$ cat src/rtl/systolic_serial_multiplier.sv
// Bit-serial multiplier built as a linear systolic array of full-adder cells.
// The multiplier streams in LSB first; the product streams out of cell 0, LSB first.
module systolic_serial_multiplier #(
    parameter int WIDTH  = 8,
    parameter int SIGNED = 0
) (
    input  logic                 i_CLK,
    input  logic                 i_RST,
    input  logic                 i_START,
    input  logic [WIDTH-1:0]     i_MULTIPLICAND,
    input  logic [WIDTH-1:0]     i_MULTIPLIER,
    output logic                 o_BUSY,
    output logic                 o_BIT_VALID,
    output logic                 o_PRODUCT_BIT,
    output logic                 o_DONE,
    output logic [2*WIDTH-1:0]   o_PRODUCT
);

    localparam int CELLS = (SIGNED != 0) ? 2*WIDTH : WIDTH;
    localparam int PW    = 2*WIDTH;
    localparam int CW    = $clog2(2*WIDTH+1);

    typedef enum logic [1:0] {IDLE, RUN, DONE} state_t;

    state_t             r_state;
    logic [CW-1:0]      r_cnt;
    logic [CELLS-1:0]   r_a;
    logic [WIDTH-1:0]   r_b;
    logic [CELLS-1:0]   r_sum;
    logic [CELLS-1:0]   r_carry;
    logic [PW-1:0]      r_shift;
    logic [PW-1:0]      r_product;
    logic               r_busy;
    logic               r_bit_valid;
    logic               r_done;

    logic               w_accept;
    logic               w_run_feed;
    logic               w_in_bit;
    logic               w_fill_in;
    logic               w_fill_run;
    logic [CELLS-1:0]   w_ext_a;
    logic [CELLS-1:0]   w_weight;
    logic [CELLS-1:0]   w_sum_next;
    logic [CELLS-1:0]   w_carry_next;

    assign w_accept   = i_START && (r_state != RUN);
    assign w_run_feed = (r_state == RUN) && (r_cnt != CW'(PW-1));

    // The acceptance edge already feeds B[0] into a cleared array, so bit k
    // of the product is on the output during the k-th RUN cycle.
    assign w_in_bit   = w_accept ? i_MULTIPLIER[0] : r_b[0];
    assign w_fill_in  = (SIGNED != 0) ? i_MULTIPLIER[WIDTH-1] : 1'b0;
    assign w_fill_run = (SIGNED != 0) ? r_b[WIDTH-1] : 1'b0;
    assign w_weight   = w_accept ? w_ext_a : r_a;

    genvar gi;
    generate
        for (gi = 0; gi < CELLS; gi++) begin : g_cell
            logic       w_hi_sum;
            logic [1:0] w_total;

            if (gi < WIDTH) begin : g_lo
                assign w_ext_a[gi] = i_MULTIPLICAND[gi];
            end else begin : g_hi
                assign w_ext_a[gi] = i_MULTIPLICAND[WIDTH-1];
            end

            if (gi == CELLS-1) begin : g_top
                assign w_hi_sum = 1'b0;
            end else begin : g_mid
                assign w_hi_sum = r_sum[gi+1];
            end

            assign w_total = {1'b0, w_weight[gi] & w_in_bit}
                           + {1'b0, w_accept ? 1'b0 : r_carry[gi]}
                           + {1'b0, w_accept ? 1'b0 : w_hi_sum};
            assign w_sum_next[gi]   = w_total[0];
            assign w_carry_next[gi] = w_total[1];
        end
    endgenerate

    always_ff @(posedge i_CLK) begin
        if (i_RST) begin
            r_a     <= '0;
            r_b     <= '0;
            r_sum   <= '0;
            r_carry <= '0;
            r_shift <= '0;
        end else if (w_accept) begin
            r_a     <= w_ext_a;
            r_b     <= {w_fill_in, i_MULTIPLIER[WIDTH-1:1]};
            r_sum   <= w_sum_next;
            r_carry <= w_carry_next;
            r_shift <= {w_sum_next[0], r_shift[PW-1:1]};
        end else if (w_run_feed) begin
            r_b     <= {w_fill_run, r_b[WIDTH-1:1]};
            r_sum   <= w_sum_next;
            r_carry <= w_carry_next;
            r_shift <= {w_sum_next[0], r_shift[PW-1:1]};
        end
    end

    always_ff @(posedge i_CLK) begin
        if (i_RST) begin
            r_state     <= IDLE;
            r_cnt       <= '0;
            r_busy      <= 1'b0;
            r_bit_valid <= 1'b0;
            r_done      <= 1'b0;
            r_product   <= '0;
        end else begin
            r_done <= 1'b0;
            case (r_state)
                IDLE, DONE: begin
                    if (i_START) begin
                        r_state     <= RUN;
                        r_cnt       <= '0;
                        r_busy      <= 1'b1;
                        r_bit_valid <= 1'b1;
                    end else begin
                        r_state     <= IDLE;
                        r_busy      <= 1'b0;
                        r_bit_valid <= 1'b0;
                    end
                end
                RUN: begin
                    if (r_cnt == CW'(PW-1)) begin
                        r_state     <= DONE;
                        r_product   <= r_shift;
                        r_busy      <= 1'b0;
                        r_bit_valid <= 1'b0;
                        r_done      <= 1'b1;
                    end else begin
                        r_cnt <= r_cnt + 1'b1;
                    end
                end
                default: begin
                    r_state     <= IDLE;
                    r_busy      <= 1'b0;
                    r_bit_valid <= 1'b0;
                end
            endcase
        end
    end

    assign o_BUSY        = r_busy;
    assign o_BIT_VALID   = r_bit_valid;
    assign o_PRODUCT_BIT = r_sum[0];
    assign o_DONE        = r_done;
    assign o_PRODUCT     = r_product;

endmodule

$ cat config.mk
export PLATFORM = sky130hd
export DESIGN_NAME = systolic_serial_multiplier
export DESIGN_NICKNAME = d
export VERILOG_FILES = /design/src/rtl/systolic_serial_multiplier.sv
export SDC_FILE = /design/constraint.sdc
export NUM_CORES = 1
export LEC_CHECK = 0
export BUFFER_PORTS_ARGS = -buffer_cell sky130_fd_sc_hd__clkbuf_2
export CAP_MARGIN = 5
export CORE_MARGIN = 4
export CORE_UTILIZATION = 35
export CTS_CLUSTER_DIAMETER = 40
export DETAILED_ROUTE_END_ITERATION = 12
export GPL_ROUTABILITY_DRIVEN = 0
export PLACE_DENSITY_LB_ADDON = 0.12
export REMOVE_ABC_BUFFERS = 1
export SLEW_MARGIN = 20
export SYNTH_ARGS = -nofsm -noshare
export SYNTH_HDL_FRONTEND = slang
export SYNTH_SLANG_ARGS = --single-unit
$ cat constraint.sdc
create_clock -name i_CLK -period 2.3 [get_ports i_CLK]
set_clock_uncertainty 0.2 [all_clocks]
set_input_delay 0.46 -clock i_CLK [delete_from_list [all_inputs] [get_ports i_CLK]]
set_output_delay 0.46 -clock i_CLK [all_outputs]
set_load 0.05 [all_outputs]
==> results of run 1 <==
[layout make-up]
type / count / area (sq um)
Sequential cell: 71 / 1420
Clock inverter: 6 / 75.1
Multi-Input combinational cell: 259 / 1730
Timing Repair Buffer: 57 / 358
Clock buffer: 10 / 138
Inverter: 3 / 11.3
Fill cell: 950 / 5320
Tap cell: 111 / 139
[stage by stage]
step	instance area (sq um)	TNS (ps)
2_1_floorplan	3170	-6480
3_3_place_gp	3660	0
3_5_place_dp	3660	0
4_1_cts	3880	0
5_1_grt	3880	0
6_report	3880	0
[routing by layer]
layer / vias to the layer above / track usage
met5: - / 0
met4: 0 / 0.0619
met3: 9 / 0.0278
met2: 42 / 0.206
met1: 1156 / 0.168
li1: 1306 / -
[report_power, final]
group	leakage, nW	total [W]	internal [W]	switching [W]
combinational	0.896	0.000266	0.000118	0.000148
clock	0.106	0.00107	0.000550	0.000517
sequential	0.576	0.00128	0.00126	0.0000234
[cell usage in the layout (no fill, tap or decap), types with 2 or more instances in the layout]
cell	count
sky130_fd_sc_hd__inv_6	3
sky130_fd_sc_hd__nor2_1	4
sky130_fd_sc_hd__and3b_1	2
sky130_fd_sc_hd__nand2b_1	52
sky130_fd_sc_hd__mux2i_1	37
sky130_fd_sc_hd__a211oi_1	12
sky130_fd_sc_hd__nor2b_1	7
sky130_fd_sc_hd__clkbuf_2	38
sky130_fd_sc_hd__inv_1	2
sky130_fd_sc_hd__nand4_1	8
sky130_fd_sc_hd__and2_1	15
sky130_fd_sc_hd__buf_12	2
sky130_fd_sc_hd__ha_1	3
sky130_fd_sc_hd__a21oi_1	29
sky130_fd_sc_hd__buf_4	17
sky130_fd_sc_hd__o21ai_0	17
sky130_fd_sc_hd__nand2_1	43
sky130_fd_sc_hd__nand3_1	11
sky130_fd_sc_hd__clkbuf_8	10
sky130_fd_sc_hd__dfxtp_1	71
sky130_fd_sc_hd__fa_1	7
[flip-flops by register name (all words and copies together), names as in the netlist]
name,count
o_PRODUCT,16
r_sum,8
o_DONE,1
r_state,2
o_BIT_VALID,1
r_a,8
r_shift,15
r_b,7
r_carry,8
r_cnt,5
[worst register-to-register path: stages, from the launching register on]
cell                      delay, ps
sky130_fd_sc_hd__dfxtp_1        340
sky130_fd_sc_hd__ha_1           210
sky130_fd_sc_hd__and3_1         190
sky130_fd_sc_hd__ha_1           260
sky130_fd_sc_hd__or3b_1         380
sky130_fd_sc_hd__or3_1          350
sky130_fd_sc_hd__a21oi_1        140
[worst paths after layout]
kind | startpoint | to | slack, ps | cells after the start
worst min register to register | o_PRODUCT[1] | o_PRODUCT[1] | 260 | 2
worst max register to register | r_cnt[0] | r_cnt[3] | 170 | 6
worst max-delay path | r_cnt[0] | r_cnt[3] | 170 | 6
worst min-delay path | i_MULTIPLICAND[6] | r_a[6] | 150 | 3
[cell families after synthesis]
| logic type | count (synthesis) | synth area share |
|---|---|---|
| AND/OR/NAND/NOR | 149 | 0.247 |
| flip-flops | 71 | 0.430 |
| AO/OA/AOI/OAI | 62 | 0.109 |
| multiplexers | 37 | 0.112 |
| buffers and inverters | 32 | 0.0443 |
| adder cells (fa/ha/maj) | 10 | 0.0538 |
| XOR/XNOR | 1 | 0.00265 |
==> results.md, run 1 <==
Route:
- The routed design uses 241 um of met3 wire.
- The highest metal layer with signal wires is met4.
- The first TritonRoute pass finished after 4 iterations.
- The count of nets left with antenna violations once routing finished came out at 0.
- In the routed layout, each cell is associated on average with a via count of 4.86.
- Dividing the detail-routed wire length by the instance count gives 13.3 um.
- The sum of met2 wire segment lengths after detailed routing is 3150 um.
- The overall routed net length is 6870 um.
- The number of remaining DRC errors is 0.
- The number of vias in the routed layout is 2513.
- The violation count after the first detailed-routing iteration is 134.
- The wire length on met1 is 3360 um.

Logic synthesis:
- In the synthesized netlist the dominant register cell turns out to be sky130_fd_sc_hd__dfxtp_1.
- Among all cell types in the netlist, the one instantiated most often is sky130_fd_sc_hd__dfxtp_1.
- After synthesis, the cell types taking the most area are sky130_fd_sc_hd__dfxtp_1 (43%), sky130_fd_sc_hd__mux2i_1 (11%), sky130_fd_sc_hd__nand2b_1 (9.9%).
- The number of synthesized flops with an enable pin is 0.
- Counting flops with an async set or reset pin after synthesis yields a share of 0.
- The average instance area after synthesis is 9.12 sq um.
- The cell taking the most area after synthesis is sky130_fd_sc_hd__dfxtp_1.
- The commonest cells after synthesis are sky130_fd_sc_hd__dfxtp_1 (71), sky130_fd_sc_hd__nand2b_1 (52), sky130_fd_sc_hd__nand2_1 (43).
- After synthesis, the netlist uses 35 different library cells.
- The number of synthesis warnings is 0.
- The synthesized netlist occupies a cell area of 3300 sq um.
- The synthesized instance count is 362.
- The share of synthesized area in the top cell type comes to 0.430.
- The synthesized design contains 71 register bits.
- Of the synthesized area, sequential elements account for 0.430.

Placement:
- After legalization and detailed placement, the total HPWL measured 4550 um.
- The count of input and output buffers is 38.
- The worst setup slack after placement is 133 ps.
- Counting tap cells, the placed design contains a total of 501 instances.

Setup path:
- The nature of the critical path startpoint is a flip-flop.
- The critical setup path kind is reg2reg.
- In this design, the stage delay of the slowest critical-path cell is 380 ps.
- On the critical path the largest part of the delay comes from simple AND/OR/NAND/NOR gates.
- In this run the worst path has a maximum fanout of 7.
- Data on the critical path arrives at its endpoint at 2210 ps.
- The required time of the critical path is 2380 ps.
- The number of buffers and inverters on the critical path is 0.
- The signal on the critical path passes through ha_1, and3_1, ha_1, or3b_1, or3_1, a21oi_1.
- The endpoint type of the worst setup path is a flip-flop.
- The library cell appearing most often on the critical path is sky130_fd_sc_hd__ha_1.
- The slowest cell on the critical path is sky130_fd_sc_hd__or3b_1.

CTS:
- In this run the deepest clock path goes through 2 buffers.
- The latest clock arrival within the worst-skew pair is 340 ps.
- The number of clock buffers added by TritonCTS is 9.
- The buffer type at the clock tree root is sky130_fd_sc_hd__clkbuf_8.
- Clock-pin slew was measured on the worst setup and hold paths at 90 ps.
- In this run, post-CTS hold repair placed 0 buffers.
- TritonCTS built the clock tree.
- The H-tree was split into 3 levels.
- Post-CTS repair changed the size of 0 cells.
- Once the clock tree was built, the setup fixing pass inserted 0 buffers.
- The clock drives 71 sinks.

Die:
- The area enclosed by the die boundary is 11100 sq um.
- The total number of placement rows is 35.
- For this configuration, the core starts out at a cell density of 0.359.
- The height of the die is 105 um.
- The region available for standard cell placement spans 9200 sq um.
- The horizontal extent of the die is 105 um.
- The number of top-level design ports is 39.

STA:
- In the finished design, the share of the clock period the worst path needs comes to 0.924.
- Headroom to the max-slew limit came out at 0.695.
- The clock period minus worst slack is 2130 ps.
- Setup repair after global routing left no endpoint under its margin.
- The final-report hold violation count is 0.
- For the pin with the worst max-slew slack, the measured transition is 456 ps.
- Final hold analysis gives a worst-case slack of 150 ps.
- After layout, the worst setup slack is 175 ps.
- Based on the critical path, the design can be clocked at up to 0.471 GHz.
- The number of slew-limit violations in the final report is 0.
- Setup violations remaining at the end of the flow were counted as 0.

GRT:
- In the global route stage, overall resource usage came out at 0.130.
- The overflow left after global routing is 0.
- The number of antenna violations at the first check in global routing is 0.
- The first global-routing pass estimated 11600 um of wire.
- The via count of the first global-routing pass was 2453.
- The largest net degree at the start of global routing is 89.

Layout:
- After the last flow step, the layout net total stands at 430.
- Relative to the synthesized area, the layout overhead comes to 17.4%.
- Leaving out filler cells and counting taps, the final layout contains 517.
- The fraction of layout instances using a drive strength above 1 is 0.185.
- The utilization after layout is 0.421.
- The final antenna diode count is 0.

Outcome:
- The run finished with clean final reports.

Worst hold path:
- The worst hold path belongs to the class in2reg.

Power:
- The design draws 0.00262 W.
- In this run the power density over the cells is 675 nW/um^2.
- The maximum VDD drop is 0.000220 V.
- Summed over all cells, the static leakage comes to 1.58 nW.

Run:
- The tool flagged a number of max-cap violations equal to 0.
No activity file was read; power rests on OpenSTA's default activity.
==> run 2: changes to the inputs <==
--- a/config.mk
+++ b/config.mk
@@ -8,7 +8,7 @@
 export BUFFER_PORTS_ARGS = -buffer_cell sky130_fd_sc_hd__clkbuf_2
 export CAP_MARGIN = 5
 export CORE_MARGIN = 4
-export CORE_UTILIZATION = 35
+export CORE_UTILIZATION = 62
 export CTS_CLUSTER_DIAMETER = 40
 export DETAILED_ROUTE_END_ITERATION = 12
 export GPL_ROUTABILITY_DRIVEN = 0
@@ -18,3 +18,4 @@
 export SYNTH_ARGS = -nofsm -noshare
 export SYNTH_HDL_FRONTEND = slang
 export SYNTH_SLANG_ARGS = --single-unit
+export TNS_END_PERCENT = 10
==> constraint.sdc (replaced) <==
create_clock -name i_CLK -period 2.6 [get_ports i_CLK]
set_clock_uncertainty 0.2 [all_clocks]
set_input_delay 0.52 -clock i_CLK [delete_from_list [all_inputs] [get_ports i_CLK]]
set_output_delay 0.52 -clock i_CLK [all_outputs]
set_load 0.05 [all_outputs]
==> run 2 against run 1 <==
- sequential cell count did not move
- critical path depth unchanged
- clock power down 21%
- wire length decreased by 8.0%
- combinational power shrank 18%
- sequential power shrank 11%
- maximum frequency is 7.0% lower
- worst setup slack better by 140 ps
- count of clock-buffer cells in the layout is the same
==> results.md, run 2 (synthesized netlist as in run 1, its figures left out) <==
Outcome:
- The run finished with clean final reports.

STA:
- The clock period minus worst slack is 2290 ps (+161 ps).
- The tightest slew margin relative to the limit is 0.346 (-0.349).
- The transition time of the tightest slew-check pin is 980 ps (+524 ps).
- Setup repair after global routing left no endpoint under its margin.
- The final hold slack came to 221 ps (+71.2 ps).
- The post-route fraction of the period consumed by the critical path came to 0.879 (-0.0448).
- The total negative setup slack was 0 ps (unchanged).
- The final-report hold violation count is 0 (unchanged).
- The number of slew-limit violations in the final report is 0 (unchanged).
- The highest attainable clock frequency was 0.437 GHz (-7.0%).
- The final-report setup violation count came to 0 (unchanged).

Setup path:
- The startpoint identified for the worst register-to-register timing path is r_state[1].
- The register-to-register path setup slack is 310 ps (+140 ps).
- STA classifies the critical path endpoint as a flip-flop.
- The worst register-to-register path ends at r_sum[5].
- The top fanout value on the critical path is 16 (+9).
- Among all stages on the critical path, the largest delay is contributed by sky130_fd_sc_hd__fa_1.
- The launching instance or port of the critical path is r_state[1].
- The critical path goes through nand2b_1, nand2_1, and2_1, fa_1, nand2b_1, mux2i_1.
- In this run the worst setup path terminates at r_sum[5].
- The arrival time reported for the critical path endpoint is 2350 ps (+140 ps).
- The required time of the critical path is 2660 ps (+280 ps).
- The library cell appearing most often on the critical path is sky130_fd_sc_hd__nand2b_1.
- The critical setup path kind is reg2reg.
- The worst reg2reg path depth came to 6 (unchanged).
- The delay of the slowest cell on the worst path is 510 ps (+130 ps).
- The nature of the critical path startpoint is a flip-flop.

Route:
- The detail-routed net length per standard cell came to 13.6 um (+2.1%).
- The detail-routed via count per cell is 5.40 (+11%).
- The number of remaining DRC errors is 0 (unchanged).
- The number of iterations in the first detailed-routing pass came to 4 (unchanged).
- The count of nets left with antenna violations after detail routing is 0 (unchanged).
- The overall routed net length is 6320 um (-8.0%).
- The number of vias in the routed layout is 2517 (+0.16%).
- The violation count after the first detailed-routing iteration came to 117 (-13%).

CTS:
- TritonCTS built the clock tree.
- The number of buffers on the longest clock path is 2 (unchanged).
- The total of cells resized after clock tree synthesis is 0 (unchanged).
- The setup fix buffers added after clock tree synthesis is 0 (unchanged).
- The number of CTS-inserted buffers is 9 (unchanged).
- The latest clock arrival within the worst-skew pair is 340 ps (about the same).
- The hold buffer count at cts was 0 (unchanged).
- The clock slew seen by the registers of the worst setup and hold paths is 70 ps (-20 ps).
- The number of H-tree branching levels is 3 (unchanged).
- The buffer type at the clock tree root is sky130_fd_sc_hd__clkbuf_8.
- The clock sink count is 71 (unchanged).

Layout:
- The number of nets at the end of the flow came to 422 (-1.9%).
- The flip-flop and latch area is 1420 sq um (unchanged).
- The flip-flop count of the largest register, all copies and words added is 16 (unchanged).
- The most common cell after layout, fill and taps aside is sky130_fd_sc_hd__dfxtp_1.
- The count of fill cells added during filler insertion is 442 (-53%).
- The synthesis-to-layout area growth is 12.8%.
- In the layout the commonest cells are sky130_fd_sc_hd__dfxtp_1 (71), sky130_fd_sc_hd__nand2b_1 (52), sky130_fd_sc_hd__nand2_1 (43).
- The fraction of layout instances using a drive strength above 1 came to 0.164 (-0.0206).
- The cell area after layout is 3720 sq um (-3.9%).
- The final antenna diode count is 0 (unchanged).
- The combined area of the multi-input logic cells was 1730 sq um (unchanged).

Die:
- The horizontal extent of the die was 81.0 um (-23%).
- The total number of placement rows is 26 (-26%).
- The height of the die is 81.0 um (-23%).
- The number of top-level design ports came to 39 (unchanged).
- The initial standard-cell utilization of the core is 0.642 (+0.283).
- The core region area was 5140 sq um (-44%).
- The area enclosed by the die boundary came to 6560 sq um (-41%).

Run:
- The number of max-cap violations is 0 (unchanged).

Power:
- The power per cell area is 591 nW/um^2 (-12%).
- The maximum VDD drop is 0.000409 V (+85%).
- The static leakage is 1.52 nW (-3.5%).

Placement:
- The count of input and output buffers came to 38 (unchanged).
- The HPWL after detailed placement is 4150 um (-8.8%).
- The placed standard-cell area came to 3540 sq um (-3.4%).

GRT:
- The via count of the first global-routing pass is 2387 (-2.7%).
- The largest net degree at the start of global routing is 89 (unchanged).
- The overflow left after global routing is 0 (unchanged).
- The number of antenna violations at the first check in global routing is 0 (unchanged).
- The wire length of the first global-routing pass is 11000 um (-5.5%).
- The overall track demand over capacity in global routing came to 0.216 (+0.0859).

Worst hold path:
- The path type of the worst min-delay path is in2reg.
- The startpoint identified for the worst hold timing path is i_MULTIPLIER[7].
-- run 2: layout make-up --
| cell class | count | area share |
|---|---|---|
| multi-input combinational | 259 | 0.466 |
| sequential | 71 | 0.382 |
| timing repair buffer | 49 | 0.0766 |
| clock buffer | 10 | 0.0369 |
| tap | 70 | 0.0235 |
| clock inverter | 4 | 0.0128 |
| inverter | 3 | 0.00302 |
-- run 2: worst min path at each step --
stage / to / cells past startpoint / slack [ps]
final: r_b[6] / 3 / 220
after floorplan: o_PRODUCT[0] / 2 / 230
after detailed placement: o_PRODUCT[10] / 2 / 250
after global placement: o_PRODUCT[3] / 2 / 240
after CTS: r_b[6] / 3 / 210
after global routing: r_b[6] / 3 / 220
-- run 2: worst max-delay path, delay by kind of cell, from the launching register on --
| kind | cells | cell delay, ps |
|---|---|---|
| mux | 1 | 170 |
| flops | 1 | 450 |
| fa+ha+maj | 1 | 510 |
| simple gates | 4 | 890 |
-- run 2: where the power goes --
part	switching, W	internal [W]
logic	0.000125	0.0000937
registers	0.0000217	0.00112
clock network	0.000391	0.000455
-- run 2: layer usage --
layer | global-route usage | share of wire
met1 | 0.293 | 0.47
met2 | 0.331 | 0.46
met3 | 0.0410 | 0.049
met4 | 0.105 | 0.020
met5 | 0 | 0
-- run 2: metrics by stage --
step	setup slack, ps	cells	util	total power, W
CTS	261	466	0.725	0.00222
detailed placement	141	452	0.689	0.00138
finish	314	466	0.725	0.00220
floorplan	23.0	333	-	0.00129
global placement	238	452	0.689	0.00138
global route	127	466	0.725	0.00230
